<file path="config.mk">
export PLATFORM = sky130hd
export DESIGN_NAME = register_file_multiport
export DESIGN_NICKNAME = d
export VERILOG_FILES = /design/src/rtl/regfile_pkg.sv /design/src/rtl/regfile_read_port.sv /design/src/rtl/register_file_multiport.sv
export SDC_FILE = /design/constraint.sdc
export NUM_CORES = 1
export LEC_CHECK = 0
export CAP_MARGIN = 25
export CORE_MARGIN = 2
export CORE_UTILIZATION = 65
export CTS_CLUSTER_SIZE = 16
export DETAILED_ROUTE_END_ITERATION = 12
export DONT_BUFFER_PORTS = 1
export PLACE_DENSITY = 0.81
export SLEW_MARGIN = 25
export SYNTH_ARGS = -nofsm -noshare
export SYNTH_HDL_FRONTEND = slang
export SYNTH_SLANG_ARGS = --single-unit
</file>
<file path="constraint.sdc">
create_clock -name clock -period 4.95 [get_ports clock]
set_input_delay 0.7425 -clock clock [delete_from_list [all_inputs] [get_ports clock]]
set_output_delay 0.7425 -clock clock [all_outputs]
set_load 0.05 [all_outputs]
</file>
<file path="src/rtl/regfile_pkg.sv">
// Shared helpers for the multi-port register file: sizing, packed-bus unpacking
// and the write-port priority resolver also used by the issue logic.
package regfile_pkg;

  localparam int MAX_WP     = 4;
  localparam int MAX_AW     = 8;
  localparam int WP_IDX_W   = 2;
  localparam int ADDR_BUS_W = MAX_WP * MAX_AW;

  typedef struct packed {
    logic                hit;
    logic [WP_IDX_W-1:0] port;
  } wr_hit_t;

  function automatic int num_regs(input int aw);
    return 1 << aw;
  endfunction

  // Re-lays a densely packed address bus (nports x aw bits) into fixed MAX_AW-wide slots.
  function automatic logic [ADDR_BUS_W-1:0] unpack_addrs(input logic [ADDR_BUS_W-1:0] bus,
                                                          input int aw,
                                                          input int nports);
    logic [ADDR_BUS_W-1:0] res;
    res = '0;
    for (int p = 0; p < MAX_WP; p++) begin
      for (int b = 0; b < MAX_AW; b++) begin
        if (p < nports && b < aw) begin
          res[p*MAX_AW + b] = bus[p*aw + b];
        end
      end
    end
    return res;
  endfunction

  // Highest-numbered enabled port whose address matches wins.
  function automatic wr_hit_t resolve_write(input logic [MAX_WP-1:0]     we,
                                            input logic [ADDR_BUS_W-1:0] waddr,
                                            input logic [MAX_AW-1:0]     addr);
    wr_hit_t res;
    res = '0;
    for (int w = 0; w < MAX_WP; w++) begin
      if (we[w] && (waddr[w*MAX_AW +: MAX_AW] == addr)) begin
        res.hit  = 1'b1;
        res.port = WP_IDX_W'(w);
      end
    end
    return res;
  endfunction

endpackage

</file>
<file path="src/rtl/regfile_read_port.sv">
// One read port: write forwarding, zero-register masking, readiness and
// optional one-cycle output register.
module regfile_read_port
  import regfile_pkg::*;
#(
  parameter int REG_WIDTH       = 8,
  parameter int ADDR_WIDTH      = 3,
  parameter int NUM_WRITE_PORTS = 1,
  parameter int READ_LATENCY    = 0,
  parameter int ZERO_REG        = 0,
  parameter int NUM_REGS        = 8
) (
  input  logic                                 clock,
  input  logic                                 reset,
  input  logic [ADDR_WIDTH-1:0]                addr_i,
  input  logic [NUM_REGS*REG_WIDTH-1:0]        regs_i,
  input  logic [NUM_REGS-1:0]                  busy_i,
  input  logic [MAX_WP-1:0]                    wr_en_i,
  input  logic [ADDR_BUS_W-1:0]                waddr_i,
  input  logic [NUM_WRITE_PORTS*REG_WIDTH-1:0] wdata_i,
  output logic [REG_WIDTH-1:0]                 data_o,
  output logic                                 ready_o
);

  wr_hit_t              hit;
  logic [REG_WIDTH-1:0] data_d;
  logic                 ready_d;

  always_comb begin
    hit     = resolve_write(wr_en_i, waddr_i, MAX_AW'(addr_i));
    data_d  = regs_i[addr_i*REG_WIDTH +: REG_WIDTH];
    ready_d = ~busy_i[addr_i];
    if (hit.hit) begin
      data_d  = wdata_i[hit.port*REG_WIDTH +: REG_WIDTH];
      ready_d = 1'b1;
    end
    // The zero register overrides forwarding entirely.
    if ((ZERO_REG != 0) && (addr_i == '0)) begin
      data_d  = '0;
      ready_d = 1'b1;
    end
  end

  generate
    if (READ_LATENCY == 1) begin : g_reg
      logic [REG_WIDTH-1:0] data_q;
      logic                 ready_q;

      always_ff @(posedge clock) begin
        if (reset) begin
          data_q  <= '0;
          ready_q <= 1'b0;
        end else begin
          data_q  <= data_d;
          ready_q <= ready_d;
        end
      end

      assign data_o  = data_q;
      assign ready_o = ready_q;
    end else begin : g_comb
      assign data_o  = data_d;
      assign ready_o = ready_d;
    end
  endgenerate

endmodule

</file>
<file path="src/rtl/register_file_multiport.sv">
// Multi-port register file with prioritised write forwarding, optional zero
// register and a per-register busy scoreboard.
module register_file_multiport
  import regfile_pkg::*;
#(
  parameter int REG_WIDTH       = 8,
  parameter int ADDR_WIDTH      = 3,
  parameter int NUM_READ_PORTS  = 2,
  parameter int NUM_WRITE_PORTS = 1,
  parameter int READ_LATENCY    = 0,
  parameter int ZERO_REG        = 0
) (
  input  logic                                  clock,
  input  logic                                  reset,
  input  logic [NUM_WRITE_PORTS-1:0]            write,
  input  logic [NUM_WRITE_PORTS*ADDR_WIDTH-1:0] writeAddr,
  input  logic [NUM_WRITE_PORTS*REG_WIDTH-1:0]  writeData,
  input  logic                                  reserve,
  input  logic [ADDR_WIDTH-1:0]                 reserveAddr,
  input  logic [NUM_READ_PORTS*ADDR_WIDTH-1:0]  readAddr,
  output logic [NUM_READ_PORTS*REG_WIDTH-1:0]   readData,
  output logic [NUM_READ_PORTS-1:0]             readReady,
  output logic [num_regs(ADDR_WIDTH)-1:0]       busyVector
);

  localparam int NUM_REGS = num_regs(ADDR_WIDTH);

  // Writes are suppressed while reset is high, for storage and forwarding alike.
  logic [NUM_WRITE_PORTS-1:0]   wr_en;
  logic [MAX_WP-1:0]            wr_en_x;
  logic [ADDR_BUS_W-1:0]        waddr_x;
  logic [NUM_REGS*REG_WIDTH-1:0] regs_flat;
  logic [NUM_REGS-1:0]          busy_flat;

  assign wr_en   = write & ~{NUM_WRITE_PORTS{reset}};
  assign wr_en_x = MAX_WP'(wr_en);
  assign waddr_x = unpack_addrs(ADDR_BUS_W'(writeAddr), ADDR_WIDTH, NUM_WRITE_PORTS);

  generate
    for (genvar i = 0; i < NUM_REGS; i++) begin : g_entry
      localparam bit IS_ZERO = (ZERO_REG != 0) && (i == 0);

      logic [REG_WIDTH-1:0] reg_q, reg_d;
      logic                 busy_q, busy_d;
      wr_hit_t              hit;

      always_comb begin
        hit    = resolve_write(wr_en_x, waddr_x, MAX_AW'(i));
        reg_d  = reg_q;
        busy_d = busy_q;
        if (hit.hit && !IS_ZERO) begin
          reg_d  = writeData[hit.port*REG_WIDTH +: REG_WIDTH];
          busy_d = 1'b0;
        end
        // A new reservation outranks a completing write to the same register.
        if (reserve && (reserveAddr == ADDR_WIDTH'(i)) && !IS_ZERO) begin
          busy_d = 1'b1;
        end
      end

      always_ff @(posedge clock) begin
        if (reset) begin
          reg_q  <= '0;
          busy_q <= 1'b0;
        end else begin
          reg_q  <= reg_d;
          busy_q <= busy_d;
        end
      end

      assign regs_flat[i*REG_WIDTH +: REG_WIDTH] = reg_q;
      assign busy_flat[i]                        = busy_q;
    end

    for (genvar r = 0; r < NUM_READ_PORTS; r++) begin : g_read
      regfile_read_port #(
        .REG_WIDTH      (REG_WIDTH),
        .ADDR_WIDTH     (ADDR_WIDTH),
        .NUM_WRITE_PORTS(NUM_WRITE_PORTS),
        .READ_LATENCY   (READ_LATENCY),
        .ZERO_REG       (ZERO_REG),
        .NUM_REGS       (NUM_REGS)
      ) u_read_port (
        .clock  (clock),
        .reset  (reset),
        .addr_i (readAddr[r*ADDR_WIDTH +: ADDR_WIDTH]),
        .regs_i (regs_flat),
        .busy_i (busy_flat),
        .wr_en_i(wr_en_x),
        .waddr_i(waddr_x),
        .wdata_i(writeData),
        .data_o (readData[r*REG_WIDTH +: REG_WIDTH]),
        .ready_o(readReady[r])
      );
    end
  endgenerate

  assign busyVector = busy_flat;

endmodule
</file>
# Word-level counts from Yosys, hierarchy flattened
# Index checks and enable logic that the tools add are counted.
# totals
ff_bits,72
latch_bits,0
mem_bits_rw,0
romBits,0
in_bits,24
output_inout_bits,26
wordCells,112
memories,0
# classes
addsub,0
multipliers,0
div_mod_pow,0
n_lt_le_gt_ge,2
n_eq_ne,16
n_shift,12
muxes,34
n_bitwise,4
n_reduce_logical,28
# ops
cell,count
indexed part select 64 x 7 -> 8 bit,2
indexed part select 8 x 6 -> 8 bit,10
two-way mux 3 bit,10
"equality test 3 bit, second input constant",8
two-way mux 1 bit,20
logical AND 1 bit,18
two-way mux 8 bit,2
nonzero test 2 bit,8
"equality test 3 x 2 -> 1 bit, second input constant",4
logical NOT 8 bit,1
"less-than comparator 3 x 4 -> 1 bit, second input constant",2
binary-select mux 1 bit (select 3 bit),2
"equality test 3 x 1 -> 1 bit, second input constant",2
equality test 3 bit,2
logical NOT 3 bit,1
NOT 1 bit,3
AND 1 bit,1

# Logic depth before layout (Yosys ltp)
# logic_depth
ltp_word,6
mapped_depth,6
ltp_nobuf,3

# By module
# A second synthesis with hierarchy kept.
# unflattened
cells_unflattened,504
area_unflattened_um2,4764.6
# modules_own_cells
module,n_inst,cells_per_inst,area_per_inst_um2,seq_area_each_um2
register_file_multiport,1,354,2902.8,1441.4
regfile_read_port,2,75,930.9,0.0

# Least setup slack after synthesis
# No wires, ideal clock.
# synth_timing
path_type,input to output
startpoint,input port readAddr[4]
endpoint,output port readData[15]
arrival_time_ns,2.210
t_required_ns,4.208
path_slack_ns,1.998
path_stages,5
path_buffers,2
path_cell_list,clkbuf_1 > buf_2 > mux4_1 > mux2_2 > mux2_2
# synth_via
elab_chain_len,4
word_cells_on_any_way,5
cone_classes,eq/ne (1); shift (1); mux (2); reduce/logical (1)
# synth_rtl
element,line_no,rtl
start: declaration,register_file_multiport.sv:20,"input logic [NUM_READ_PORTS*ADDR_WIDTH-1:0] readAddr,"
branches (longest 3 deep; another with indexed part select 64 x 7 -> 8 bit),--,
two-way mux 8 bit *,regfile_read_port.sv:33,if (hit.hit) begin
end: declaration,register_file_multiport.sv:21,"output logic [NUM_READ_PORTS*REG_WIDTH-1:0] readData,"
# Mark *: on every way between the ends.

# Worst setup path after layout
# layout_timing
startpoint,register g_entry[2].busy_q
endpoint,output port readReady[0]
# layout_via
elab_chain_len,4
# layout_rtl
element,line_no,rtl
start: declaration,register_file_multiport.sv:44,"logic busy_q, busy_d;"
start signal: assignment,register_file_multiport.sv:67,busy_q <= busy_d;
binary-select mux 1 bit (select 3 bit),regfile_read_port.sv:32,ready_d = ~busy_i[addr_i];
two-way mux 1 bit (not written as such),regfile_read_port.sv:32,
NOT 1 bit,regfile_read_port.sv:32,
two-way mux 1 bit,regfile_read_port.sv:33,
end: declaration,register_file_multiport.sv:22,"output logic [NUM_READ_PORTS-1:0] readReady,"
# No other way between the ends. The select of a mux whose other input is x is not followed.

==> summary.md <==
| Metric | Value |
|---|---|
| Status | complete, no violations |
| Synth Area per Inst | 9.759 µm² |
| Detail Placement HPWL | 6584 µm |
| Root Buffer | clkbuf_8 |
| Slowest-stage cell, CP | mux4_1 |
| Asr flop ratio synth | 0 |
| Port Buffers | 0 |
| Via Count | roughly 3.6k |
| Row count | 29 |
| Initial Util | 0.6800 |
| Crit path cell chain | mux4_1, mux2_2, nand2_1 |
| Setup Viol. Count Final | 0 |
| Total grt overflow | 0 |
| DR iter-0 viols | 465 |
| Fin Setup TNS | 0 ps |
| Mapped cell area | roughly 0.0044 mm² |
| Fill cells | 498 |
| Peak VDD IR | 218.8 µV |
| Via/cell ratio | 7.491 |
| Pleak | 1.563 nW |
| Net count after synthesis | 474 |
| Leading register cell type out of synthesis | dfxtp_1 |
| CTS Buf Count | 9 |
| DRC viols | 0 |
| Final Core Density | 0.6794 |
| Crit path required time | 4210 ps |
| Post-synth EDFFs | 0 |
| DRT Pass-1 Iters | 5 |
| Worst-margin pin slew | 795.0 ps |
| Clock transition at the registers of the reported paths | approximately 80 ps |
| Max layer used | met4 |
| Peak Freq | 348.7 MHz |
| Hold Fails Final Rpt | 0 |
| Clock Tree Buf Depth | 2 |
| Clock Latency Late Sink | 360 ps |
| Die Ht | 86.20 µm |
| ANT nets after route | 0 |
| CP Capture Type | output pin |
| Area of the core | 0.006459 mm² |
| Worst min-delay path startpoint | reset |
| Cell Pwr Density | around 270 mW/mm² |
| Area Growth Syn to Fin | -0.08543% |
| CTS Hold Bufs | 0 |
| Post-synth cell types | 26 |
| CP Data Arrival Time | ~2100 ps |
| RR Startpoint | g_entry[1].busy_q |
| Crit path launch | g_entry[2].busy_q |
| Final nets | around 430 |
| Clock skew | 0 ps |
| Met2 wire len | about 5900 µm |
| Tmin final | 2868 ps |
| Synthesized instance count | 450 |
| Register area | approximately 0.0014 mm² |
| Yosys Warn Count | 0 |
| Initial antenna violation count | 0 |
| Clock net sink count | 72 |
| Global-route wire length before repair | ~18000 µm |
| Slew HR | 0.4694 |
| Vias in the first global route | 3530 |
| Layout cells sized above 1 | 0.1847 |
| Post-CTS Setup Bufs | 0 |
| Max-Cap Viols | 0 |
| Seq/Total Area, Yosys | 0.3282 |
| H-Tree Depth | 3 |
| Met3 WL post-DR | roughly 1000 µm |
| HP Class | in -> reg |
| Worst setup SP type | register |
| Max-slew violations | 0 |
| Global Route Usage Sum | 0.3237 |
| RSZ-0062 raised after global routing | no |
| Multi-input combinational cell area | 0.002606 mm² |
| CTS tree | yes |
| Critical path fanouts, max | 4 |
| Post-route clock period utilization | 0.5794 |
| Die Area | 0.007430 mm² |
| Post-CTS Resized | 0 |
| Die Wd | 86.20 µm |
| Largest net degree at the start of global routing | slightly below 80 |
| Met1 Wirelength | 4371 µm |
| N_diodes | 0 |
| Total Wirelength | 11650 µm |
| IO Count | 50 |
| WL per Instance | 24.12 µm |
| Kind of critical path | reg -> out |
| Most frequent cells in the layout | o21ai_0 (72), a21oi_1 (72), dfxtp_1 (72) |
| Yosys reg bits | 72 |
| Worst path max stage delay | just over 600 ps |
| RD Place Congestion | 0.8638 |
## final cells by class
type                       instances  share of cell area
timing repair buffer               5            0.008554
sequential                        72              0.3285
multi-input combinational        313              0.5940
clock buffer                      11             0.03450
tap                               77             0.02196
clock inverter                     5             0.01255
## cell families after synthesis
family / Yosys count / share of synthesized area
multiplexers: 70 / 0.3026
flip-flops: 72 / 0.3282
buffers and inverters: 65 / 0.08006
XOR/XNOR: 6 / 0.01197
AND/OR/NAND/NOR: 93 / 0.1131
AO/OA/AOI/OAI: 144 / 0.1641
## worst paths after layout
kind	endpoint	slack, ps	depth (start not counted)
max reg2reg	g_entry[1].busy_q	3780	2
min	g_entry[3].reg_q[2]	450	1
min reg2reg	g_entry[3].reg_q[0]	480	2
max	readReady[0]	2080	3
## through the flow
step,worst slack [ps],power [mW],cell area [µm²],cells,hold slack (ps)
3_5_place_dp,2225,0.7271,4182,467,469.9
5_1_grt,2049,1.233,4388,483,431.8
3_3_place_gp,2247,0.7245,4179,467,459.0
2_1_floorplan,1998,0.7476,4392,450,457.5
4_1_cts,2101,1.201,4388,483,444.9
6_report,2082,1.205,4388,483,447.3
## report_power, final
group	internal (mW)	switching (mW)	total [mW]
registers	0.588	0.0144	0.602
logic	0.0456	0.0686	0.114
clock network	0.258	0.230	0.489
## state kept, by name, summed over array words and instances (netlist names)
register	cells
g_entry.reg_q	64
g_entry.busy_q	8
## layer usage
metal / vias to the layer above / GRT usage
li1: 1593 / -
met5: - / 0
met4: 0 / 0.1406
met3: 32 / 0.05905
met2: 222 / 0.5497
met1: 1771 / 0.4071
## worst max-delay path, delay by kind of cell, from the launching register on
| family | cells | cell delay [ps] |
|---|---|---|
| DFF | 1 | 510 |
| muxes | 2 | 890 |
| and+or+nand+nor | 1 | 360 |
## cell usage after synthesis, drive strengths merged (2+ instances only)
library cell	instances	area share
mux4	36	0.20
buf	22	0.043
nand2b	2	0.0028
nand4	3	0.0071
nor2	2	0.0017
clkbuf	43	0.037
a21oi	72	0.082
nor2b	6	0.0085
nand2	6	0.0051
dfxtp	72	0.33
nand3	68	0.077
mux2	34	0.099
o21ai	72	0.082
xnor2	6	0.012
Note: power is estimated with default switching activity, not from simulation.
